[src/rtl/io_bridge_pkg.sv]
// Shared types and constants for the CPU IO port bridge.
package io_bridge_pkg;

  typedef struct packed {
    logic [7:0] id;
    logic [7:0] data;
  } io_entry_t;

  localparam logic [7:0]  STATUS_ID_DEFAULT = 8'hFF;

  localparam int unsigned STAT_FULL    = 0;
  localparam int unsigned STAT_VALID   = 1;
  localparam int unsigned STAT_OVF     = 2;
  localparam int unsigned CTRL_CLR_OVF = 0;

endpackage

[src/rtl/io_fifo.sv]
// Synchronous FIFO of io_entry_t; a push while full is accepted only alongside a pop.
module io_fifo
  import io_bridge_pkg::*;
#(
  parameter int unsigned DEPTH = 4
) (
  input  logic                       clk,
  input  logic                       rst_n,
  input  logic                       push_i,
  input  io_entry_t                  wdata_i,
  input  logic                       pop_i,
  output io_entry_t                  rdata_o,
  output logic                       full_o,
  output logic                       empty_o,
  output logic [$clog2(DEPTH):0]     count_o
);

  localparam int unsigned AW = $clog2(DEPTH);
  localparam int unsigned CW = AW + 1;

  io_entry_t         mem_q [DEPTH];
  logic [AW-1:0]     wr_ptr_q, wr_ptr_d;
  logic [AW-1:0]     rd_ptr_q, rd_ptr_d;
  logic [CW-1:0]     count_q, count_d;
  logic              do_push;
  logic              do_pop;

  assign full_o  = (count_q == CW'(DEPTH));
  assign empty_o = (count_q == '0);
  assign count_o = count_q;
  assign rdata_o = mem_q[rd_ptr_q];

  always_comb begin
    do_pop   = pop_i && !empty_o;
    do_push  = push_i && (!full_o || do_pop);
    wr_ptr_d = wr_ptr_q;
    rd_ptr_d = rd_ptr_q;
    count_d  = count_q;
    if (do_push) wr_ptr_d = wr_ptr_q + AW'(1);
    if (do_pop)  rd_ptr_d = rd_ptr_q + AW'(1);
    count_d = count_q + CW'(do_push) - CW'(do_pop);
  end

  always_ff @(posedge clk or negedge rst_n) begin
    if (!rst_n) begin
      wr_ptr_q <= '0;
      rd_ptr_q <= '0;
      count_q  <= '0;
    end else begin
      wr_ptr_q <= wr_ptr_d;
      rd_ptr_q <= rd_ptr_d;
      count_q  <= count_d;
    end
  end

  // Storage is cleared on reset so the head reads as zero while empty.
  always_ff @(posedge clk or negedge rst_n) begin
    if (!rst_n) begin
      for (int i = 0; i < int'(DEPTH); i++) mem_q[i] <= '0;
    end else if (do_push) begin
      mem_q[wr_ptr_q] <= wdata_i;
    end
  end

endmodule

[src/rtl/io_port_bridge.sv]
// Queues CPU OUTPUT writes toward a peripheral and muxes in_port read data.
// Optional drain-complete interrupt enabled with `define IO_BRIDGE_IRQ_EN.
module io_port_bridge
  import io_bridge_pkg::*;
#(
  parameter int unsigned DEPTH     = 4,
  parameter logic [7:0]  STATUS_ID = STATUS_ID_DEFAULT
) (
  input  logic       clk,
  input  logic       rst_n,
  input  logic       io_strb,
  input  logic [7:0] port_id,
  input  logic [7:0] out_port,
  output logic [7:0] in_port,
  input  logic [7:0] periph_rd_data,
  output logic       periph_valid,
  output logic [7:0] periph_id,
  output logic [7:0] periph_data,
  input  logic       periph_ready,
  output logic       fifo_full,
  output logic       irq
);

  localparam int unsigned CW = $clog2(DEPTH) + 1;

  logic          is_status;
  logic          push;
  logic          pop;
  logic          fifo_empty;
  logic [CW-1:0] fifo_count;
  io_entry_t     wentry;
  io_entry_t     head;
  logic          overflow_q, overflow_d;

  assign is_status = (port_id == STATUS_ID);
  assign push      = io_strb && !is_status;
  assign pop       = periph_valid && periph_ready;
  assign wentry    = '{id: port_id, data: out_port};

  io_fifo #(.DEPTH(DEPTH)) u_fifo (
    .clk     (clk),
    .rst_n   (rst_n),
    .push_i  (push),
    .wdata_i (wentry),
    .pop_i   (pop),
    .rdata_o (head),
    .full_o  (fifo_full),
    .empty_o (fifo_empty),
    .count_o (fifo_count)
  );

  assign periph_valid = !fifo_empty;
  assign periph_id    = head.id;
  assign periph_data  = head.data;

  // Sticky overflow: a dropped push sets it, a status write with the clear bit clears it.
  always_comb begin
    overflow_d = overflow_q;
    if (io_strb && is_status && out_port[CTRL_CLR_OVF]) overflow_d = 1'b0;
    if (push && fifo_full && !pop)                     overflow_d = 1'b1;
  end

  always_ff @(posedge clk or negedge rst_n) begin
    if (!rst_n) overflow_q <= 1'b0;
    else        overflow_q <= overflow_d;
  end

  always_comb begin
    in_port = periph_rd_data;
    if (is_status) begin
      in_port                = 8'h00;
      in_port[STAT_FULL]     = fifo_full;
      in_port[STAT_VALID]    = periph_valid;
      in_port[STAT_OVF]      = overflow_q;
    end
  end

`ifdef IO_BRIDGE_IRQ_EN
  logic irq_q, irq_d;

  // Pulse the cycle after the last queued entry drains with nothing arriving.
  assign irq_d = (fifo_count == CW'(1)) && pop && !push;

  always_ff @(posedge clk or negedge rst_n) begin
    if (!rst_n) irq_q <= 1'b0;
    else        irq_q <= irq_d;
  end

  assign irq = irq_q;
`else
  logic unused_count;
  assign unused_count = ^fifo_count;
  assign irq          = 1'b0;
`endif

endmodule

[config.mk]
export PLATFORM = sky130hd
export DESIGN_NAME = io_port_bridge
export DESIGN_NICKNAME = d
export VERILOG_FILES = /design/src/rtl/io_bridge_pkg.sv /design/src/rtl/io_fifo.sv /design/src/rtl/io_port_bridge.sv
export SDC_FILE = /design/constraint.sdc
export NUM_CORES = 1
export LEC_CHECK = 0
export CORE_MARGIN = 4
export CORE_UTILIZATION = 49
export DETAILED_ROUTE_END_ITERATION = 8
export GPL_ROUTABILITY_DRIVEN = 0
export PLACE_DENSITY = 0.78
export SLEW_MARGIN = 20
export SYNTH_ARGS = -nofsm -noshare
export SYNTH_HDL_FRONTEND = slang
export SYNTH_SLANG_ARGS = --single-unit
[constraint.sdc]
create_clock -name clk -period 5.5 [get_ports clk]
set_input_delay 1.1 -clock clk [delete_from_list [all_inputs] [get_ports clk]]
set_output_delay 1.1 -clock clk [all_outputs]
set_load 0.02 [all_outputs]
Yosys cells after proc, flatten, opt, wreduce, memory -nomap -nowiden
Index checks and enable logic that the tools add are counted.
{"block": "classes", "n_addsub": 4, "mul": 0, "n_div": 0, "order_cmp": 3, "eq_ne": 2, "shift": 0, "muxes": 9, "bitwise_logic": 2, "n_reduce_logical": 16}
{"operator": "$bwmux W64", "n": 1}
{"operator": "$mux W16", "n": 3}
{"operator": "$bmux W16 S2", "n": 1}
{"operator": "$demux W16 S2", "n": 1}
{"operator": "$logic_and A1 B1 Y1", "n": 9}
{"operator": "$eq A8 B8 Y1 const B", "n": 1}
{"operator": "$mux W8", "n": 1}
{"operator": "$ge A3 B3 Y1 const B", "n": 2}
{"operator": "$not A2 Y3", "n": 2}
{"operator": "$add A2 B1 Y2 const B", "n": 2}
{"operator": "$logic_not A1 Y1", "n": 4}
{"operator": "$add A3 B1 Y3", "n": 1}
{"operator": "$eq A3 B3 Y1 const B", "n": 1}
{"operator": "$logic_not A3 Y1", "n": 1}
{"operator": "$lt A3 B1 Y1 const B", "n": 1}
{"operator": "$sub A3 B1 Y3", "n": 1}
{"operator": "$mux W1", "n": 2}
{"operator": "$reduce_bool A2 Y1", "n": 1}
{"operator": "$logic_or A1 B1 Y1", "n": 1}
{"block": "word_totals", "ff_bits": 72, "latchBits": 0, "mem_bits_rw": 0, "mem_bits_ro": 0, "input_bits": 28, "out_inout_bits": 27, "word_cells": 48, "n_memories": 0}

Longest topological paths before layout
{"block": "logic_depth", "depth_word": 8, "mapped_depth": 9, "depth_no_buf": 9}

By module
From an unflattened synthesis, not the netlist that was laid out.
{"block": "unflattened", "cells_unflattened": 213, "area_unflattened_um2": 3382.0}
{"mod": "io_fifo", "n_inst": 1, "cells_per_inst": 191, "area_per_inst_um2": 3184.3, "seq_area_each_um2": 1776.7}
{"mod": "io_port_bridge", "n_inst": 1, "cells_per_inst": 22, "area_per_inst_um2": 197.7, "seq_area_each_um2": 25.0}

Worst setup path before layout
OpenSTA, ideal clock, no wires.
{"block": "synth_timing", "path_kind": "input to output", "startpoint": "input port port_id[4]", "endpoint": "output port in_port[0]", "t_arrival_ns": 2.158, "required_ns": 4.400, "slack_ns": 2.242, "cell_stages": 3, "n_path_buf": 0, "cell_sequence": "nand4_2 > nor2_2 > mux2_2"}
{"block": "synth_between", "elab_chain_len": 2}
{"element": "start: declaration", "line_no": "io_port_bridge.sv:12", "text": "input logic [7:0] port_id,"}
{"element": "$eq A8 B8 Y1", "line_no": "io_port_bridge.sv:35", "text": "assign is_status = (port_id == STATUS_ID);"}
{"element": "$mux W8", "line_no": "io_port_bridge.sv:70", "text": "if (is_status) begin"}
{"element": "end: declaration", "line_no": "io_port_bridge.sv:14", "text": "output logic [7:0] in_port,"}
No other way between the ends.

Worst setup path in the final report
{"block": "layout_timing", "startpoint": "input port port_id[6]", "endpoint": "output port in_port[0]"}
The elaborated chain is that of the path after synthesis.

==> impl_metrics.py <==
metrics = {
    "outcome": {
        "status": "completed",
    },
    "worst_setup_path": {
        "crit_path_frequent_cell": "clkdlybuf4s50_1",
        "crit_chain": "clkdlybuf4s50_1 > nand4_2 > nor2_2 > mux2_2 > clkdlybuf4s50_1",
        "worst_path_max_delay_cell": "clkdlybuf4s50_1",
        "crit_required_ps": 4400,
        "r2r-start": "u_fifo.count_o[1]",
        "crit_type": "in2out",
        "reg2reg_slack_ps": 3110,
        "r2r_cells": 9,
        "cpPeakStageDelay_ps": 620,
        "crit_arrival_ps": 3410,
        "rr_endpoint": "u_fifo.count_o[2]",
        "start_kind": "primary input",
        "end_kind": "output pin",
        "cp_max_fo": 9,
    },
    "layout": {
        "num_antenna_cells": 0,
        "final_layout_size_suffix_gt1_frac": 0.416,
        "fillCellCount": 558,
        "register_area_um2": 1800,
        "fin_util": 0.604,
        "syn_to_final_growth_pct": 20.8,
        "fin_cells": 368,
        "design_area_um2": 4360,
        "multi_input_area_um2": 1650,
        "nets": 300,
    },
    "hold_path": {
        "holdPathEnd": "u_fifo.mem_q[25]",
        "min_path_type": "reg2reg",
        "holdPathStages": 1,
        "hold_start": "u_fifo.mem_q[25]",
    },
    "synthesis": {
        "synthFlopType": "dfrtp_1",
        "synth_area_um2": 3610,
        "yosysTopAreaCell": "dfrtp_1",
        "synth-seq-cells": 72,
        "synth_cells": 210,
        "async_flop_share": 1.00,
        "synth_edf_count": 0,
        "synth.top_cells.by_area": "dfrtp_1 50%, mux2_4 17%, mux4_2 10%",
        "syn-num-nets": 245,
        "yosys.cell_types.count": 28,
        "synth_top_cell_area_share": 0.499,
        "synth.most_common_cell": "dfrtp_1",
        "ys_warn_count": 0,
        "ys_seq_area_frac": 0.499,
        "postSynthAreaPerCell_um2": 17.2,
        "synth_common_cells": "72 x dfrtp_1, 40 x mux2_4, 28 x mux2_2, 16 x mux4_2, 8 x inv_1",
    },
    "clock_tree": {
        "clk_latency_ps": 340,
        "numCtsBuffers": 9,
        "cts_setup_buffers": 0,
        "post_cts_resized": 0,
        "root_buffer": "clkbuf_8",
        "ctsHoldBuffers": 0,
        "cts_tree": "built",
        "clockBufferDepth": 2,
        "h-tree-depth": 3,
        "cts_sinks": 72,
        "path_clk_slew_ps": 70,
    },
    "placed_design": {
        "place_area_um2": 4150,
        "dp_cells": 353,
        "dp_hpwl_um": 4440,
        "io_buffers": 53,
    },
    "floorplanning": {
        "core_area_um2": 7210,
        "rows": 31,
        "die_height_um": 93.8,
        "die_w_um": 93.8,
        "start_util": 0.500,
        "die_area_um2": 8800,
        "io_pins": 55,
    },
    "sta": {
        "rsz0062_at_grt": "false",
        "finalMaxSlewViolations": 0,
        "fmax_ghz": 0.222,
        "period_minus_slack_ps": 4510,
        "hold_slack_ps": 502,
        "setup_viol": 0,
        "finClkSkew_ps": 8.47,
        "slew_headroom": 0.434,
        "setup-tns-final_ps": 0,
        "fin_crit_sh": 0.820,
        "tightestPinTransition_ps": 848,
        "finalHoldViolations": 0,
    },
    "routing": {
        "drt_iter0_drc": 104,
        "drc_errors": 0,
        "antenna_left": 0,
        "wl_um": 6730,
        "wire_per_inst_um": 18.3,
        "via_count": 1921,
        "drt-vias-per-instance": 5.22,
        "dr.pass1.iters": 4,
    },
    "grt": {
        "grt_use_total": 0.173,
        "grt_max_degree": 49,
        "overflow": 0,
        "antenna_found_initial": 0,
        "grt_pass1_wl_um": 11500,
        "grt_pass1_vias": 2167,
    },
    "power": {
        "peakVddDrop_uv": 305,
        "power.leakage_uw": 0.00194,
        "pwr_density_cell_nw_per_um2": 635,
    },
    "job": {
        "drv_cap": 0,
    },
}
-- cell families after synthesis --
family                     after synthesis  share of synthesized area
AOI/OAI and AO/OA                        6                     0.0336
xor gates and xnor gates                 5                     0.0121
adders and majority gates                7                     0.0264
buffers and inverters                   19                     0.0420
DFF                                     72                      0.499
muxes                                   84                      0.354
other                                    1                    0.00104
and+or+nand+nor                         16                     0.0316
-- through the flow --
step                power [µW]  worst slack (ps)
global route              2940               852
finish                    2770               990
floorplan                 1950              2240
global placement          2330              1040
CTS                       2800               941
detailed placement        2360               974
-- sequential cells by signal (all words and copies together), names as in the netlist --
register,flops
u_fifo.wr_ptr_q,2
u_fifo.mem_q,64
u_fifo.count_o,3
u_fifo.rd_ptr_q,2
overflow_q,1
-- critical path: cells and delay by family --
family	cells	cell delay [ps]
buf+inv	2	1160
mux	1	380
simple gates	2	760
-- layout by cell type, fill, tap and decap left out, drive strengths merged, types with 2 or more instances in the layout --
cell | synthesis | routed
nand2 | 2 | 2
mux2 | 68 | 68
clkdlybuf4s50 | 0 | 52
ha | 6 | 6
clkinv | 0 | 2
o2111ai | 4 | 4
nor2 | 2 | 2
xnor2 | 4 | 4
buf | 9 | 3
nor2b | 5 | 5
clkbuf | 2 | 12
mux4 | 16 | 16
dfrtp | 72 | 72
nand4 | 2 | 2
inv | 8 | 8
-- report_power, final --
| part | switching (µW) | internal, µW |
|---|---|---|
| combinational | 482 | 834 |
| clock | 186 | 243 |
| sequential | 217 | 805 |
-- final cells by class --
class	count	area share
clock buffer	12	0.0379
tap	99	0.0284
clock inverter	3	0.00918
sequential	72	0.414
inverter	8	0.00689
multi-input combinational	119	0.379
timing repair buffer	55	0.125
-- per-layer routing --
metal  part of all wire  GRT usage
met1               0.45      0.239
met2               0.49      0.264
met3              0.045     0.0601
met4             0.0067     0.0397
met5                  0          0
-- worst max-delay path by stage --
stage	start	cells past startpoint	to	slack, ps
floorplan	port_id[4]	3	in_port[0]	2240
global placement	port_id[5]	5	in_port[1]	1040
detailed placement	port_id[6]	5	in_port[0]	970
CTS	port_id[6]	5	in_port[0]	940
global route	port_id[6]	5	in_port[0]	850
finish	port_id[6]	5	in_port[0]	990
No activity file was read; power rests on OpenSTA's default activity.
